===== config.mk =====
export PLATFORM = sky130hd
export DESIGN_NAME = lcd_timing_gen
export DESIGN_NICKNAME = d
export VERILOG_FILES = /design/src/rtl/lcd_timing_gen.sv
export SDC_FILE = /design/constraint.sdc
export NUM_CORES = 1
export LEC_CHECK = 0
export CAP_MARGIN = 25
export CELL_PAD_IN_SITES_DETAIL_PLACEMENT = 1
export CELL_PAD_IN_SITES_GLOBAL_PLACEMENT = 2
export CORE_UTILIZATION = 35
export DETAILED_ROUTE_END_ITERATION = 10
export PLACE_DENSITY = 0.91
export SYNTH_ARGS = -nofsm -noshare
export SYNTH_HDL_FRONTEND = slang
export SYNTH_SLANG_ARGS = --single-unit

===== constraint.sdc =====
create_clock -name clk -period 6.2 [get_ports clk]
set_input_delay 0.62 -clock clk [delete_from_list [all_inputs] [get_ports clk]]
set_output_delay 0.62 -clock clk [all_outputs]
set_load 0.01 [all_outputs]

===== src/rtl/lcd_timing_gen.sv =====
// lcd_timing_gen: parametrised RGB-panel timing generator with a built-in test pattern.
// A single pixel counter pair (h_cnt, v_cnt) walks the whole frame. Every panel-facing
// output is a registered decode of that position, so the outputs trail the counters by
// exactly one clock and all of them change on the same edge.
// Start and stop take effect only at a frame boundary, so the panel never sees a partial frame.
module lcd_timing_gen #(
    parameter int H_SYNC     = 128,
    parameter int H_BP       = 88,
    parameter int H_ACT      = 800,
    parameter int H_FP       = 40,
    parameter int V_SYNC     = 3,
    parameter int V_BP       = 21,
    parameter int V_ACT      = 480,
    parameter int V_FP       = 1,
    parameter bit HS_POL     = 1'b0,
    parameter bit VS_POL     = 1'b0,
    parameter int DATA_W     = 8,
    parameter int CHECK_LOG2 = 5,
    localparam int XW = $clog2(H_ACT),
    localparam int YW = (V_ACT > 1) ? $clog2(V_ACT) : 1
) (
    input  logic                  clk,
    input  logic                  rst,
    input  logic                  en,
    input  logic [1:0]            pat_mode,
    input  logic [3*DATA_W-1:0]   solid_rgb,
    output logic                  lcd_hsync,
    output logic                  lcd_vsync,
    output logic                  lcd_de,
    output logic [XW-1:0]         pix_x,
    output logic [YW-1:0]         pix_y,
    output logic                  line_start,
    output logic                  frame_start,
    output logic [3*DATA_W-1:0]   lcd_rgb,
    output logic                  running
);

    localparam int H_TOTAL = H_SYNC + H_BP + H_ACT + H_FP;
    localparam int V_TOTAL = V_SYNC + V_BP + V_ACT + V_FP;
    localparam int HA      = H_SYNC + H_BP;
    localparam int VA      = V_SYNC + V_BP;
    localparam int HCW     = $clog2(H_TOTAL);
    localparam int VCW     = $clog2(V_TOTAL);
    localparam int CW      = 3 * DATA_W;
    // Working width for pattern arithmetic: wide enough for both the gradient
    // channel and the checker bit, so narrow coordinates get zero-extended.
    localparam int PW      = (DATA_W > CHECK_LOG2 + 1) ? DATA_W : CHECK_LOG2 + 1;

    // Counter-width copies of the timing landmarks keep every compare width-matched.
    localparam logic [HCW-1:0] H_LAST  = HCW'(H_TOTAL - 1);
    localparam logic [HCW-1:0] H_SYNC_C = HCW'(H_SYNC);
    localparam logic [HCW-1:0] HA_C    = HCW'(HA);
    localparam logic [HCW-1:0] HE_C    = HCW'(HA + H_ACT);
    localparam logic [VCW-1:0] V_LAST  = VCW'(V_TOTAL - 1);
    localparam logic [VCW-1:0] V_SYNC_C = VCW'(V_SYNC);
    localparam logic [VCW-1:0] VA_C    = VCW'(VA);
    localparam logic [VCW-1:0] VE_C    = VCW'(VA + V_ACT);

    // Parameter sanity: a zero-width porch or sync would collapse the decode windows.
    if (H_SYNC < 1 || H_BP < 1 || H_FP < 1 || V_SYNC < 1 || V_BP < 1 || V_FP < 1) begin : g_bad_timing
        $error("lcd_timing_gen: every sync and porch width must be at least 1");
    end
    if (H_ACT < 8) begin : g_bad_hact
        $error("lcd_timing_gen: H_ACT must be at least 8 for the colour bars");
    end
    if (CHECK_LOG2 >= XW) begin : g_bad_check
        $error("lcd_timing_gen: CHECK_LOG2 must be smaller than the column width");
    end

    typedef enum logic {
        ST_IDLE = 1'b0,
        ST_RUN  = 1'b1
    } state_t;

    state_t           state_q;
    logic [HCW-1:0]   h_cnt;
    logic [VCW-1:0]   v_cnt;
    logic [1:0]       mode_q;

    logic             hs_act;
    logic             vs_act;
    logic             de_n;
    logic             ls_n;
    logic             fs_n;
    logic [XW-1:0]    x_n;
    logic [YW-1:0]    y_n;
    logic [PW-1:0]    xe;
    logic [PW-1:0]    ye;
    logic [2:0]       bar;
    logic [2:0]       bar_rgb;
    logic             chk;
    logic [DATA_W-1:0] grad_r;
    logic [CW-1:0]    rgb_n;

    // Run/idle control and frame counters; en only matters while idle or at the last pixel.
    always_ff @(posedge clk or posedge rst) begin
        if (rst) begin
            state_q <= ST_IDLE;
            running <= 1'b0;
            h_cnt   <= '0;
            v_cnt   <= '0;
        end else begin
            case (state_q)
                ST_IDLE: begin
                    if (en) begin
                        state_q <= ST_RUN;
                        running <= 1'b1;
                    end
                end
                default: begin
                    if (h_cnt == H_LAST) begin
                        h_cnt <= '0;
                        if (v_cnt == V_LAST) begin
                            v_cnt <= '0;
                            if (!en) begin
                                state_q <= ST_IDLE;
                                running <= 1'b0;
                            end
                        end else begin
                            v_cnt <= v_cnt + 1'b1;
                        end
                    end else begin
                        h_cnt <= h_cnt + 1'b1;
                    end
                end
            endcase
        end
    end

    // Pattern selection is captured at counter (0,0) so a frame never mixes two patterns.
    always_ff @(posedge clk or posedge rst) begin
        if (rst) begin
            mode_q <= 2'd0;
        end else if (h_cnt == '0 && v_cnt == '0) begin
            mode_q <= pat_mode;
        end
    end

    // Position decode: sync windows, active window, strobes and active coordinates.
    always_comb begin
        hs_act = (h_cnt < H_SYNC_C);
        vs_act = (v_cnt < V_SYNC_C);
        de_n   = (h_cnt >= HA_C) && (h_cnt < HE_C) && (v_cnt >= VA_C) && (v_cnt < VE_C);
        ls_n   = (h_cnt == '0);
        fs_n   = (h_cnt == '0) && (v_cnt == '0);
        x_n    = '0;
        y_n    = '0;
        if (de_n) begin
            x_n = XW'(h_cnt - HA_C);
            y_n = YW'(v_cnt - VA_C);
        end
    end

    // Test-pattern colour for the decoded pixel; blanked outside the active window.
    always_comb begin
        xe  = PW'(x_n);
        ye  = PW'(y_n);
        bar = 3'd0;
        for (int i = 1; i < 8; i++) begin
            if (int'(x_n) >= (i * H_ACT) / 8) begin
                bar = 3'(i);
            end
        end
        case (bar)
            3'd0:    bar_rgb = 3'b111;  // white
            3'd1:    bar_rgb = 3'b110;  // yellow
            3'd2:    bar_rgb = 3'b011;  // cyan
            3'd3:    bar_rgb = 3'b010;  // green
            3'd4:    bar_rgb = 3'b101;  // magenta
            3'd5:    bar_rgb = 3'b100;  // red
            3'd6:    bar_rgb = 3'b001;  // blue
            default: bar_rgb = 3'b000;  // black
        endcase
        chk    = xe[CHECK_LOG2] ^ ye[CHECK_LOG2];
        grad_r = xe[DATA_W-1:0];
        case (mode_q)
            2'd0:    rgb_n = solid_rgb;
            2'd1:    rgb_n = {{DATA_W{bar_rgb[2]}}, {DATA_W{bar_rgb[1]}}, {DATA_W{bar_rgb[0]}}};
            2'd2:    rgb_n = {CW{chk}};
            default: rgb_n = {grad_r, ye[DATA_W-1:0], ~grad_r};
        endcase
        if (!de_n) begin
            rgb_n = '0;
        end
    end

    // Output register: one stage behind the counters, inactive whenever idle or in reset.
    always_ff @(posedge clk or posedge rst) begin
        if (rst) begin
            lcd_hsync   <= ~HS_POL;
            lcd_vsync   <= ~VS_POL;
            lcd_de      <= 1'b0;
            pix_x       <= '0;
            pix_y       <= '0;
            line_start  <= 1'b0;
            frame_start <= 1'b0;
            lcd_rgb     <= '0;
        end else if (state_q == ST_RUN) begin
            lcd_hsync   <= hs_act ? HS_POL : ~HS_POL;
            lcd_vsync   <= vs_act ? VS_POL : ~VS_POL;
            lcd_de      <= de_n;
            pix_x       <= x_n;
            pix_y       <= y_n;
            line_start  <= ls_n;
            frame_start <= fs_n;
            lcd_rgb     <= rgb_n;
        end else begin
            lcd_hsync   <= ~HS_POL;
            lcd_vsync   <= ~VS_POL;
            lcd_de      <= 1'b0;
            pix_x       <= '0;
            pix_y       <= '0;
            line_start  <= 1'b0;
            frame_start <= 1'b0;
            lcd_rgb     <= '0;
        end
    end

endmodule


==> results of run 1 <==
[cells by family (layout without fill, tap and decap cells)]
kind of cell,Yosys count,in the layout,share of synthesized area [%]
compound gates,116,116,20.8
flops,72,72,46.5
buf+inv,41,110,5.16
xor+xnor,18,18,4.45
simple gates,131,131,19.9
mux,2,2,0.548
fa+ha+maj,8,8,2.58
[worst paths after layout]
| path | from | end | slack (ns) | cells past startpoint |
|---|---|---|---|---|
| max | h_cnt[3] | lcd_rgb[13] | 2.84 | 7 |
| min reg2reg | running | running | 0.53 | 1 |
| min in group asynchronous | rst | mode_q[1] | 0.87 | 3 |
| max in group asynchronous | rst | lcd_rgb[6] | 4.76 | 3 |
| min | running | running | 0.53 | 1 |
| max reg2reg | h_cnt[3] | lcd_rgb[13] | 2.84 | 7 |
[sequential cells by signal (all words and copies together) (netlist names)]
register	flops
frame_start	1
h_cnt	11
lcd_de	1
lcd_hsync	1
lcd_rgb	24
lcd_vsync	1
line_start	1
mode_q	2
pix_x	10
pix_y	9
running	1
state_q	1
v_cnt	9
[power groups by stage]
stage / clock, mW / sequential [mW] / combinational, mW
after floorplan: 0 / 0.481 / 0.0216
after global placement: 0 / 0.482 / 0.0453
after detailed placement: 0 / 0.482 / 0.0460
after CTS: 0.395 / 0.473 / 0.0465
after global routing: 0.414 / 0.473 / 0.0501
final: 0.387 / 0.473 / 0.0454
[metrics by stage]
| step | util, % | area, um2 | std cells | hold WS (ns) |
|---|---|---|---|---|
| 3_5_place_dp | 43.2 | 4690 | 580 | 0.500 |
| 3_3_place_gp | 43.2 | 4690 | 580 | 0.499 |
| 4_1_cts | 45.2 | 4890 | 596 | 0.534 |
| 6_report | 45.2 | 4900 | 597 | 0.532 |
| 5_1_grt | 45.2 | 4900 | 597 | 0.589 |
| 2_1_floorplan | - | 3880 | 388 | 0.522 |
[cells in the final DEF, fill, tap and decap left out, types with 4 or more instances in the layout]
cell and count:
sky130_fd_sc_hd__dfrtp_1 70, sky130_fd_sc_hd__nor2b_1 9, sky130_fd_sc_hd__and2_1 7, sky130_fd_sc_hd__nand2b_1 10
sky130_fd_sc_hd__xnor2_1 10, sky130_fd_sc_hd__nand3_1 8, sky130_fd_sc_hd__nand2_1 19, sky130_fd_sc_hd__clkbuf_8 11
sky130_fd_sc_hd__o21ai_1 4, sky130_fd_sc_hd__inv_1 13, sky130_fd_sc_hd__a211oi_1 5, sky130_fd_sc_hd__a31oi_1 4
sky130_fd_sc_hd__xor2_1 6, sky130_fd_sc_hd__a21oi_1 34, sky130_fd_sc_hd__nor3_1 6, sky130_fd_sc_hd__clkdlybuf4s50_1 77
sky130_fd_sc_hd__o21ai_0 23, sky130_fd_sc_hd__a211o_1 9, sky130_fd_sc_hd__ha_1 8, sky130_fd_sc_hd__nand4_1 9
sky130_fd_sc_hd__and3_1 10, sky130_fd_sc_hd__a22oi_1 7, sky130_fd_sc_hd__nor2_1 30
[metal layers]
| metal | vias up | part of all wire (%) | routed length, um |
|---|---|---|---|
| met5 | - | 0 | 0 |
| met4 | 0 | 1.4 | 150 |
| met3 | 12 | 4.0 | 417 |
| met2 | 81 | 47 | 4970 |
| met1 | 1616 | 47 | 5000 |
| li1 | 1528 | - | - |
[critical path, stage by stage, from the launching register on]
cell and delay (ns):
sky130_fd_sc_hd__dfrtp_1 0.72, sky130_fd_sc_hd__ha_1 0.49, sky130_fd_sc_hd__o211a_1 0.25, sky130_fd_sc_hd__nor3_4 0.07, sky130_fd_sc_hd__and4bb_4 0.46, sky130_fd_sc_hd__nand2_2 0.47
sky130_fd_sc_hd__nor4_4 0.66, sky130_fd_sc_hd__a211o_1 0.17
[cell type report]
type / count / area [um2]
Tap cell: 140 / 175
Timing Repair Buffer: 79 / 786
Fill cell: 1251 / 5940
Clock inverter: 5 / 55.1
Multi-Input combinational cell: 275 / 1870
Clock buffer: 11 / 151
Inverter: 15 / 56.3
Sequential cell: 72 / 1800
==> impl_results.md, run 1 <==
* Post-synthesis net count at 425
* Placeable Area at 10,800 um2
* Leading post-synthesis cells by cell area: sky130_fd_sc_hd__dfrtp_1 45%, sky130_fd_sc_hd__a21oi_1 4.4%, sky130_fd_sc_hd__o21ai_0 3.0%, sky130_fd_sc_hd__nor2_1 2.9%, sky130_fd_sc_hd__ha_1 2.6%
* Final RePlAce weighted congestion at 0.830
* Worst IR Drop VDD at 0.0940 mV
* Fraction of the yosys area taken by sequential cells at 46.5%
* Height of the die at 107 um
* Total number of H-tree levels at 3
* Synth warnings at 0
* Area share of the largest cell type after synthesis at 45.2%
* Peak clock frequency supported by timing at 298 MHz
* Type of the worst setup path: flop to flop
* Met1 Use GR at 26.3%
* Sequential cell fraction of total power at between 50 and 60%
* Detailed-router iteration count before antenna repair at 7
* Initial antenna violation count at 0
* Signal arrival time at the worst endpoint at roughly 3.6 ns
* Post-synth EDFFs at 0
* Routed wirelength normalized by instance count at roughly 18 um
* Setup TNS at 0 ns
* Antenna violation net count after detailed routing at 0
* Count of buffers from port buffering at 77
* Post-synthesis async set-or-reset flop share at 100%
* Vias after detailed routing at 3,237
* Count of buffers added by post-CTS timing repair for setup at 0
* Clock input transition at the sequential cells of the worst setup and hold paths at 0.08 ns
* Mean cell area of the mapped netlist at between 9 and 10 um2
* Final worst path period share at about 54%
* Relative slew margins at 40.7%
* Number of buffers inserted by hold repair at cts at 0
* Class of the tightest hold or removal check: flop to flop
* RSZ-0062 raised after global routing: no
* Grt ovf at 0
* Via density per instance at about 5.4
* Post-layout minimum cycle time at 3.36 ns
* Switching Power at between 0.2 and 0.25 mW
* First-pass GRT wire length at 17,200 um
* Switching power as a share of total power at 22.7%
* Most frequent cells after synthesis: 70 x sky130_fd_sc_hd__dfrtp_1, 34 x sky130_fd_sc_hd__a21oi_1, 30 x sky130_fd_sc_hd__nor2_1
* Instance count of the mapped netlist at 388
* Count of cell types in the netlist at 73
* Kind of start point of the critical path: flop
* CTS tree: yes
* Met2 layer usage reported by global route at 31.5%
* Top flip-flop cell by instance count after synthesis: sky130_fd_sc_hd__dfrtp_1
* Signed area change from the synthesized netlist to the final layout at 26.4%
* Met3 GRT Util at 2.85%
* All-Layer GR Usage at 19.3%
* Post-synth design cell area at 3880 um2
* Transition time at the pin with the least slew margin at 0.890 ns
* Pin count of the biggest net entering global routing at 73
* Maximum fanout encountered on the critical timing path at 33
* Number of CTS-inserted buffers at 9
* Die area at 11,500 um2
* # diodes at 0
* Count of clock tree sinks at 72
* Starting DRT DRC Count at 191
* Kind of end point of the critical path: flop
* Top-Level Pins at 78
* Die width at 107 um
* Estimated wirelength of the detail-placed design at 7520 um
* Starting utilization of the core area at 35.8%
* Synthesis-stage register bit count at 72
* Clock network latency to the later pin of the worst-skew pair at 0.35 ns
* Combinational share of power at about 5.0%
* Total count of hold-check failures in the final report at 0
* Power per standard cell area at between 150 and 200 nW/um2
* Count leader, synth: sky130_fd_sc_hd__dfrtp_1
* Net count of the finished layout at 489
* Clock Skew at 0.00957 ns
* Worst Path Required at about 6.5 ns
* Remaining DRCs at 0
* GRT busiest layer: met2
* Relative contribution of the clock network to total power at 42.7%
* Number of global-route vias before repair at 3,386
* Total routed wirelength at 10,500 um
* Post-cts resize count at 0
* Standard-cell row count at 38
* Dpl ws at 2.82 ns
* Final number of setup-violating endpoints at 0
* Outcome: finished, final reports clean
* Proportion of layout cells with a drive suffix above 1 at about a tenth
* Total power draw at 0.905 mW
* CTS Buffer Depth at 2
* Cell taking the most area after synthesis: sky130_fd_sc_hd__dfrtp_1
* Final slew viol count at 0
* Clock tree root driver cell: sky130_fd_sc_hd__clkbuf_8
* Leakage at 2.12 nW
* Count of maximum capacitance violations at 0
* Internal power at 0.699 mW
* Worst setup margin at 2.84 ns
Note: power is estimated with default switching activity, not from simulation.
==> run 2: changes to the inputs <==
--- a/config.mk
+++ b/config.mk
@@ -8,9 +8,9 @@
 export CAP_MARGIN = 25
 export CELL_PAD_IN_SITES_DETAIL_PLACEMENT = 1
 export CELL_PAD_IN_SITES_GLOBAL_PLACEMENT = 2
-export CORE_UTILIZATION = 35
+export CORE_UTILIZATION = 32
 export DETAILED_ROUTE_END_ITERATION = 10
-export PLACE_DENSITY = 0.91
+export PLACE_DENSITY = 0.85
 export SYNTH_ARGS = -nofsm -noshare
 export SYNTH_HDL_FRONTEND = slang
 export SYNTH_SLANG_ARGS = --single-unit
==> constraint.sdc (replaced) <==
create_clock -name clk -period 3.1 [get_ports clk]
set_input_delay 0.31 -clock clk [delete_from_list [all_inputs] [get_ports clk]]
set_output_delay 0.31 -clock clk [all_outputs]
set_load 0.01 [all_outputs]
==> run 2 against run 1 <==
The run now ends with DRC left; fmax is 16% higher; critical path depth stayed put; die area is 9.2% higher; first-iteration DRC count is 6.8% lower; sequential cell count stayed put; total power is 150% higher; non-clock buffer count is 6 higher; wire length is 5.5% higher; final cell count is 1.5% higher; clock-buffer cell count is 2 lower; critical path type unchanged; critical endpoint is now lcd_rgb[8]; largest cell class unchanged.
==> impl_results.md, run 2 (synthesis results as in run 1) <==
* Estimated wirelength of the detail-placed design at 8090 um
* Placeable Area at 11,600 um2
* Sequential cell fraction of total power at 42.3%
* Placement Cell Area at approximately 4700 um2
* Endpoint of the most critical register-to-register path: lcd_rgb[8]
* Relative contribution of the clock network to total power at 53.7%
* Die width at 112 um
* Die area at 12,600 um2
* Final slew viol count at 0
* Count of maximum capacitance violations at 0
* Class of the tightest hold or removal check: input pin to async pin
* Routed wirelength normalized by instance count at 18.3 um
* CP Cell Sequence: ha_1 > o211a_1 > nor3_4 > and4bb_4 > nand2_2 > nor4_4 > a211o_1
* Count of clock tree sinks at 72
* Kind of cell adding the most delay to the critical path: simple AND/OR/NAND/NOR gates
* Leakage at roughly 2.2 nW
* Most frequent cells in the layout: 77 x sky130_fd_sc_hd__clkdlybuf4s50_1, 70 x sky130_fd_sc_hd__dfrtp_1, 34 x sky130_fd_sc_hd__a21oi_1, 30 x sky130_fd_sc_hd__nor2_1, 23 x sky130_fd_sc_hd__o21ai_0
* Total power draw at 2.24 mW
* Combinational share of power at 4.1%
* Final RePlAce weighted congestion at 0.857
* CP Depth at 7
* Register containing the most flip-flops in the final layout: lcd_rgb
* Kind of end point of the critical path: flop
* Transition time at the pin with the least slew margin at 0.901 ns
* Total count of hold-check failures in the final report at 0
* Signed area change from the synthesized netlist to the final layout at 31.2%
* Signal arrival time at the worst endpoint at between 3 and 4 ns
* Total number of H-tree levels at 3
* Outcome: finished with violations
* Setup TNS at 0 ns
* Detailed-router iteration count before antenna repair at 7
* RSZ-0062 raised after global routing: no
* CTS tree: yes
* Initial antenna violation count at 0
* # diodes at 0
* Worst Path Required at approximately 3.4 ns
* Antenna violation net count after detailed routing at 0
* Crit-path slowest cell: sky130_fd_sc_hd__dfrtp_1
* Starting utilization of the core area at about 33%
* Type of the worst setup path: flop to flop
* Launch instance of the worst register-to-register path: h_cnt[4]
* Remaining DRCs at 11
* Worst IR Drop VDD at 0.233 mV
* Largest register FFs at 24
* Post-Route Utilization at 43.8%
* Via density per instance at 5.42
* Clock input transition at the sequential cells of the worst setup and hold paths at 0.06 ns
* Number of CTS-inserted buffers at 9
* Vias after detailed routing at about 3,300
* Critical path buffers and inverters at 0
* Number of cells on the worst reg-to-reg path at 7
* Standard-cell row count at 39
* Violations in the final reports: DRC
* Starting DRT DRC Count at 178
* Cell area after layout at 5090 um2
* All-Layer GR Usage at 18.5%
* Clock tree root driver cell: sky130_fd_sc_hd__clkbuf_16
* Switching power as a share of total power at 20.8%
* Number of buffers inserted by hold repair at cts at 0
* Net count of the finished layout at 495
* Switching Power at 0.467 mW
* Area taken by flip-flops and latches at 1800 um2
* First-pass GRT wire length at approximately 18,000 um
* Count of buffers added by post-CTS timing repair for setup at 0
* Final number of setup-violating endpoints at 0
* Most common cell after layout, fill and taps aside: sky130_fd_sc_hd__clkdlybuf4s50_1
* Internal power at ~1.8 mW
* Power per standard cell area at 441 nW/um2
* Total routed wirelength at 11,100 um
* Clock network latency to the later pin of the worst-skew pair at about 0.34 ns
* Final worst path period share at about 94%
* Post-cts resize count at 0
* Area taken by multi-input logic gates at 1870 um2
* Peak clock frequency supported by timing at ~340 MHz
* Relative slew margins at 39.7%
* Count of buffers from port buffering at between 70 and 80
* Worst setup margin at 0.195 ns
* Delay contributed by the slowest stage of the critical path at 0.59 ns
* Maximum fanout encountered on the critical timing path at 14
* Height of the die at 112 um
* Layout fillers at between 1,000 and 1,500
* Post-layout minimum cycle time at 2.90 ns
* Dpl ws at about 0.26 ns
* Top-Level Pins at 78
* Proportion of layout cells with a drive suffix above 1 at about an eighth
* Reg-to-reg setup timing slack at slightly below 0.2 ns
* Pin count of the biggest net entering global routing at 34
* Largest registers: lcd_rgb (24), h_cnt (11), pix_x (10)
* Number of global-route vias before repair at 3,438
* Kind of start point of the critical path: flop
* Grt ovf at 0
* CTS Buffer Depth at 2
* Clock Skew at about 0.008 ns
run 2: cell count changes in the layout (fill, tap and decap cells not counted), sizes merged:
cell / before / now
buf: 2 / 8
bufinv: 1 / 3
clkbuf: 11 / 9
inv: 15 / 16
clkinv: 2 / 1
run 2: worst max-delay path by stage:
stage	endpoint	startpoint	slack, ns
final	lcd_rgb[8]	h_cnt[4]	0.20
after detailed placement	lcd_rgb[8]	h_cnt[4]	0.26
after global routing	lcd_rgb[8]	h_cnt[4]	0.02
after floorplan	lcd_rgb[10]	h_cnt[3]	0.65
after CTS	lcd_rgb[8]	h_cnt[4]	0.21
after global placement	lcd_rgb[8]	h_cnt[4]	0.38
run 2: final cells by class:
type	count	share of cell area (%)
multi-input cells	275	36.8
well taps	143	3.52
repair buffers	85	16.3
clock inverters	7	2.34
inverters	15	1.11
clock buffers	9	4.43
flip-flops and latches	72	35.5
run 2: metrics by stage:
step | std cells | hold WS [ns]
floorplan | 388 | 0.413
global placement | 590 | 0.487
detailed placement | 590 | 0.499
CTS | 606 | 0.452
global route | 606 | 0.503
finish | 606 | 0.413
run 2: power groups by stage:
stage | Clock (mW) | Combinational [mW] | Sequential (mW)
2_1_floorplan | 0 | 0.0431 | 0.961
3_3_place_gp | 0 | 0.0923 | 0.964
3_5_place_dp | 0 | 0.0934 | 0.965
4_1_cts | 1.22 | 0.0940 | 0.947
5_1_grt | 1.26 | 0.102 | 0.948
6_report | 1.20 | 0.0917 | 0.948
run 2: per-layer routing:
layer  vias up  track usage (%)  wire length (um)
met3        14             3.40               502
met4         0             6.40               173
met1      1657             24.7              5160
met2        73             30.4              5280
li1       1538                -                 -
met5         -                0                 0
